===== src/rtl/mesh_audio_sampler.sv =====
// mesh_audio_sampler: scales mesh samples to saturated 16-bit PCM and buffers them in a FIFO,
// releasing one sample per falling LR-clock edge, with sticky overflow/underflow/clip flags.
module mesh_audio_sampler #(
  parameter int DEPTH = 8,
  parameter int LW = $clog2(DEPTH) + 1
) (
  input  logic          iCLK,
  input  logic          iRST_N,
  input  logic [17:0]   iU_MID,
  input  logic          iVALID,
  input  logic          iMUTE,
  input  logic [1:0]    iGAIN,
  input  logic          iLRCK,
  output logic [15:0]   oSAMPLE,
  output logic [LW-1:0] oLEVEL,
  output logic          oOVERFLOW,
  output logic          oUNDERFLOW,
  output logic          oCLIP
);
  localparam int PW = LW - 1;
  logic [15:0] mem_q [DEPTH];
  logic [PW-1:0] rd_q, wr_q;
  logic [LW-1:0] level_q, level_d;
  logic [15:0] sample_q, scaled;
  logic vld_q, s1_q, s2_q, s3_q, ovf_q, udf_q, clip_q;
  logic signed [20:0] x, y;
  logic sat_hi, sat_lo, full, empty, push, pop, do_push, do_pop;
  always_comb begin
    x = $signed({{3{iU_MID[17]}}, iU_MID}) <<< iGAIN;
    y = x >>> 2;
    sat_hi = y > 21'sd32767;
    sat_lo = y < -21'sd32768;
    scaled = sat_hi ? 16'h7FFF : sat_lo ? 16'h8000 : y[15:0];
    full = level_q == LW'(DEPTH);
    empty = level_q == '0;
    push = iVALID & ~vld_q & ~iMUTE;
    pop = s3_q & ~s2_q & ~iMUTE;
    do_push = push & (~full | pop);
    do_pop = pop & ~empty;
    level_d = level_q + LW'(do_push) - LW'(do_pop);
  end
  // storage needs no reset: occupancy alone decides what is readable
  always_ff @(posedge iCLK)
    if (do_push) mem_q[wr_q] <= scaled;
  always_ff @(posedge iCLK or negedge iRST_N)
    if (!iRST_N) begin
      vld_q <= 1'b0;
      {s1_q, s2_q, s3_q} <= 3'b111;
      rd_q <= '0;
      wr_q <= '0;
      level_q <= '0;
      sample_q <= '0;
      {ovf_q, udf_q, clip_q} <= 3'b000;
    end else begin
      vld_q <= iVALID;
      {s1_q, s2_q, s3_q} <= {iLRCK, s1_q, s2_q};
      if (iMUTE) begin
        rd_q <= '0;
        wr_q <= '0;
        level_q <= '0;
        sample_q <= '0;
        {ovf_q, udf_q, clip_q} <= 3'b000;
      end else begin
        if (do_push) wr_q <= wr_q + PW'(1);
        if (do_pop) begin
          rd_q <= rd_q + PW'(1);
          sample_q <= mem_q[rd_q];
        end
        level_q <= level_d;
        ovf_q <= ovf_q | (push & full & ~pop);
        udf_q <= udf_q | (pop & empty);
        clip_q <= clip_q | (push & (sat_hi | sat_lo));
      end
    end
  assign oSAMPLE = sample_q;
  assign oLEVEL = level_q;
  assign oOVERFLOW = ovf_q;
  assign oUNDERFLOW = udf_q;
  assign oCLIP = clip_q;
endmodule


===== config.mk =====
export PLATFORM = sky130hd
export DESIGN_NAME = mesh_audio_sampler
export DESIGN_NICKNAME = d
export VERILOG_FILES = /design/src/rtl/mesh_audio_sampler.sv
export SDC_FILE = /design/constraint.sdc
export NUM_CORES = 1
export LEC_CHECK = 0
export BUFFER_PORTS_ARGS = -buffer_cell sky130_fd_sc_hd__buf_2
export CORE_UTILIZATION = 55
export DETAILED_ROUTE_END_ITERATION = 10
export GPL_TIMING_DRIVEN = 0
export PLACE_DENSITY = 0.74
export SYNTH_ARGS = -nofsm -noshare
export SYNTH_HDL_FRONTEND = slang
export SYNTH_SLANG_ARGS = --single-unit

===== constraint.sdc =====
create_clock -name iCLK -period 5.4 [get_ports iCLK]
set_input_delay 0 -clock iCLK [delete_from_list [all_inputs] [get_ports iCLK]]
set_output_delay 0 -clock iCLK [all_outputs]
set_load 0.01 [all_outputs]

# Yosys cells after proc, flatten, opt, wreduce, memory -nomap -nowiden
# Memory sizes are Yosys's and may differ from the RTL's.
# Cells that the tools add are included.
[totals]
romBits = 0
mem_count = 1
reg_bits = 33
latchBits = 0
ramBits = 128
output_inout_bits = 23
[op_classes]
muxes = 14
n_eq_ne = 1
n_addsub = 4
shift = 1
n_mul = 0
reduce_logical = 3
bitwise = 21
order_cmp = 2
div = 0
[memory_table]
columns = ["memory", "words", "width", "rd", "rd_ports_with_merged_regs", "wr", "line_no", "rtl"]
rows = [
  ["mem_q", 8, 16, 1, 0, 1, "21", "logic [15:0] mem_q [DEPTH];"],
]
[ops]
columns = ["cell", "count"]
rows = [
  ["$mux 16", 4],
  ["$sshl 18x2->21", 1],
  ["$gt 19x16->1 const B", 1],
  ["$lt 19x16->1 const B", 1],
  ["$mux 3", 4],
  ["$and 1x1->1", 10],
  ["$add 3x1->3 const B", 2],
  ["$not 1->1", 6],
  ["$mux 1", 5],
  ["$or 1x1->1", 5],
  ["$add 4x1->4", 1],
  ["$eq 4x4->1 const B", 1],
  ["$logic_not 4->1", 1],
  ["$mux 4", 1],
  ["$reduce_bool 2->1", 2],
  ["$sub 4x1->4", 1],
]

# Longest topological paths before layout
[logic_depth]
depth_word = 8
depth_mapped = 13

# Worst setup path before layout
# No wires, ideal clock.
[synth_timing]
kind = "register to register"
startpoint = "reg level_q[2], in the netlist oLEVEL[2]"
endpoint = "mem mem_q[1][0] (enable)"
required_time_ns = 4.991
path_slack_ns = 2.876
setup_ns = 0.409
path_buffers = 0
arrival_ns = 2.115
path_stages_with_launch = 6
cell_sequence = "dfrtp_1 inv_1 ha_1 a31oi_1 nand2_1 nor3_1"
[synth_between]
elab_chain_cells = 6
[synth_rtl]
columns = ["item", "line_no", "rtl"]
rows = [
  ["start: declaration", "23", "logic [LW-1:0] level_q, level_d;"],
  ["start signal: assignment", "69", "level_q <= level_d;"],
  ["$eq 4x4->1", "34", "full = level_q == LW'(DEPTH);"],
  ["$not 1->1", "38", "do_push = push & (~full | pop);"],
  ["$or 1x1->1", "38", ""],
  ["$and 1x1->1", "38", ""],
  ["$mux 1", "44", "if (do_push) mem_q[wr_q] <= scaled;"],
  ["$mux 1 (not written as such)", "44", ""],
  ["end: declaration", "21", ""],
]
# Every way passes these cells.

# Worst setup path in the final report
[layout_timing]
startpoint = "reg level_q[2], in the netlist oLEVEL[2]"
endpoint = "reg level_q[1], in the netlist oLEVEL[1]"
[layout_between]
elab_chain_cells = 7
elab_cells_between_ends = 10
cone_classes = "add/sub (2); eq/ne (1); mux (1); bitwise (5); reduce/logical (1)"
[layout_rtl]
columns = ["item", "line_no", "rtl"]
rows = [
  ["$eq 4x4->1", "34", ""],
  ["$not 1->1", "38", ""],
  ["$or 1x1->1", "38", ""],
  ["$and 1x1->1", "38", ""],
  ["$add 4x1->4", "40", "level_d = level_q + LW'(do_push) - LW'(do_pop);"],
  ["$sub 4x1->4 (*)", "40", ""],
  ["$mux 4 (*)", "57", "if (iMUTE) begin"],
]
# Mark *: on every way between the ends. The rest lies on a longest branch, timed or not.
# A chain may end at the register's enable or synchronous reset.

==> flow_metrics.tcl <==
set metrics [dict create \
    status "finished, final reports clean" \
    worstReg2RegStart "oLEVEL[2]" \
    ys_seq_area_share_pct 67.9 \
    rsz0062_at_grt "false" \
    synth_area_leaders "edfxtp_1 56%, dfrtp_1 11%, mux2i_1 6.7%" \
    worstHoldPathType "in -> reg" \
    ys.flop_type "edfxtp_1" \
    clkTransAtPathRegs_ns 0.07 \
    syn_avg_cell_area_sq_um 15.4 \
    grt_util_met3_pct 4.09 \
    synth_edf_count 128 \
    r2r_cells 10 \
    endpoint "oLEVEL[1]" \
    grt_pass1_wl_um 22700 \
    slowest_delay_ns 0.49 \
    startpoint_type "flip-flop" \
    route.detailed.drc 0 \
    syn_to_final_growth_pct 16.9 \
    ys_top_cells_by_count "128 x edfxtp_1, 46 x mux2i_1, 39 x nor2_1" \
    ys_types 46 \
    antenna_found_initial 0 \
    hold_violations 0 \
    path_max_fanout 3 \
    diodes 0 \
    track_usage_pct 24.6 \
    hold_slack_ns 0.0257 \
    use_met1_pct 31.0 \
    p_per_area_nw_per_um2 368 \
    cts.htree.levels 4 \
    clockBufferDepth 2 \
    fin_crit_sh_pct 49.6 \
    io_buffer_count 46 \
    critPathKind "reg -> reg" \
    fmax_ghz 0.373 \
    synth_area_sq_um 6880 \
    async_flop_share_pct 20.5 \
    dp_hpwl_um 9810 \
    start_util_pct 56.8 \
    p_leak_nw 2.89 \
    vias 4097 \
    setup_viol 0 \
    use_met2_pct 41.9 \
    period_minus_slack_ns 2.68 \
    dieArea_sq_um 13000 \
    cts_root_buffer "clkbuf_16" \
    multi_input_area_sq_um 2010 \
    final_nets 557 \
    ant_nets 0 \
    coreArea_sq_um 12100 \
    r2r_slack_ns 2.72 \
    routed_wl_um 14800 \
    cpMaxStageDelayCell "or3b_2" \
    endpoint_kind "flip-flop" \
    synth.most_common_cell "edfxtp_1" \
    grt_most_used_layer "met2" \
    wl_per_cell_um 21.0 \
    yosysTopAreaCell "edfxtp_1" \
    drv_cap 0 \
    gr-total-overflow 0 \
    crit_path_frequent_cell "ha_1" \
    layout-drive-gt1-share_pct 26.7 \
    placed_area_sq_um 7460 \
    seq_area_sq_um 4670 \
    routed_via_density 5.82 \
    fin_tns_setup_ns 0 \
    finalMaxSlewViolations 0 \
    syn_inst 446 \
    drtPass1Iterations 4 \
    startpoint "oLEVEL[2]" \
    cts_buffers 17 \
    dpl.cell_count 668 \
    maxSlewHeadroom_pct 26.6 \
    final_cell_area_sq_um 8050 \
    grt_pass1_vias 4177 \
    regToRegEndpoint "oLEVEL[1]" \
    synth_nets 480 \
    synth-seq-cells 161 \
    clk_latency_ns 0.42 \
    fin_skew_ns 0.00697 \
    drt-initial-drc-count 360 \
    cts_tree "yes" \
    io_pins 48 \
    die_y_um 114 \
    critPathRequiredTime_ns 5.69 \
    worstPathArrival_ns 2.97 \
    synth-warning-count 0 \
    dieWidth_um 114 \
    fin_cells 704 \
    fill_cells 838 \
    cp_cell_sequence "inv_1 -> ha_1 -> or3b_2 -> o21ai_2 -> or2_2 -> ha_1 -> inv_1 -> ha_1 -> fa_1 -> nor2b_1" \
    place_congestion 0.812 \
    synth_top_cell_area_share_pct 55.8 \
    grt_max_degree 34 \
    clock-sinks 161 \
    ir_drop_uv 273 \
    cts_setup_buffers 0 \
    row_count 40 \
    worst_pin_slew_ns 1.09 \
]
-- worst min-delay path by stage --
stage | from | to | cells after the start | slack, ns
floorplan | iRST_N | oCLIP | 0 | -0.30
detailed placement | iLRCK | s1_q | 1 | 0.11
CTS | iU_MID[16] | oCLIP | 4 | 0.01
finish | iU_MID[16] | oCLIP | 4 | 0.03
global placement | iLRCK | s1_q | 1 | 0.11
global route | iU_MID[16] | oCLIP | 4 | 0.10
-- flip-flops by register name, summed over array words and instances (netlist names) --
signal,flops
oOVERFLOW,1
s2_q,1
rd_q,3
oSAMPLE,16
s3_q,1
wr_q,3
vld_q,1
oLEVEL,4
oUNDERFLOW,1
s1_q,1
mem_q,128
oCLIP,1
-- cells by family after synthesis --
group           count (synthesis)  synth area share (%)
mux                            70                  13.5
xor+xnor                        6                 0.763
fa+ha+maj                       9                  1.74
compound gates                 76                  7.02
flops                         161                  67.9
buf+inv                        40                  3.42
simple gates                   84                  5.67
-- where the power goes --
part	internal, mW	switching (mW)
clock network	0.600	0.510
logic	0.160	0.253
registers	1.41	0.0280
-- worst max-delay path, delay by kind of cell (launching register included) --
family          cells  cell delay, ns
fa+ha+maj           4            0.99
flops               1            0.37
simple gates        3            0.78
buf+inv             2            0.16
compound gates      1            0.24
-- final cells by class --
class	instances	area share, %
Inverter	12	0.560
Sequential cell	161	58.1
Tap cell	168	2.61
Buffer	28	2.36
Clock buffer	17	5.29
Clock inverter	15	1.51
Timing Repair Buffer	58	4.66
Multi-Input combinational cell	245	24.9
-- per-stage QoR --
stage               util [%]  power [mW]  setup slack [ns]
floorplan                  -        1.73              2.88
global placement        60.5        1.85              1.72
detailed placement      61.6        1.87              2.71
CTS                     66.4        2.97              2.69
global route            66.4        3.07              2.56
finish                  66.4        2.96              2.72
-- placed cells by master, fill, tap and decap left out, types with 2 or more instances in the layout --
cell type / n
clkbuf_1: 8
nor2_1: 35
a21o_1: 2
o22ai_1: 14
a21oi_1: 19
nand2b_1: 5
clkinv_1: 2
dlygate4sd3_1: 4
o21ai_0: 13
dfstp_2: 3
nand2_1: 10
mux2i_1: 46
clkbuf_16: 17
nor2_2: 4
clkinvlp_4: 2
mux4_2: 15
buf_4: 4
buf_2: 53
clkinv_4: 3
a211oi_1: 17
inv_1: 12
a211o_1: 2
dfrtp_1: 30
edfxtp_1: 128
mux2_2: 7
xor2_1: 3
nor2b_1: 3
ha_1: 8
xnor2_1: 3
nor3_2: 4
buf_8: 5
a31oi_1: 2
inv_6: 7
buf_6: 10
mux4_1: 2
nor3_1: 15
-- what timing repair did --
item | in CTS | in global routing
hold buffers | 4 | 0
resized for setup | 0 | 0
endpoints found under the hold margin | 33 | 0
-- metal layers --
metal | routed length [um] | share of wire, %
met3 | 885 | 6.0
met5 | 0 | 0
met2 | 7530 | 51
met1 | 6080 | 41
met4 | 299 | 2.0
Power figures use the tool's default switching activity.
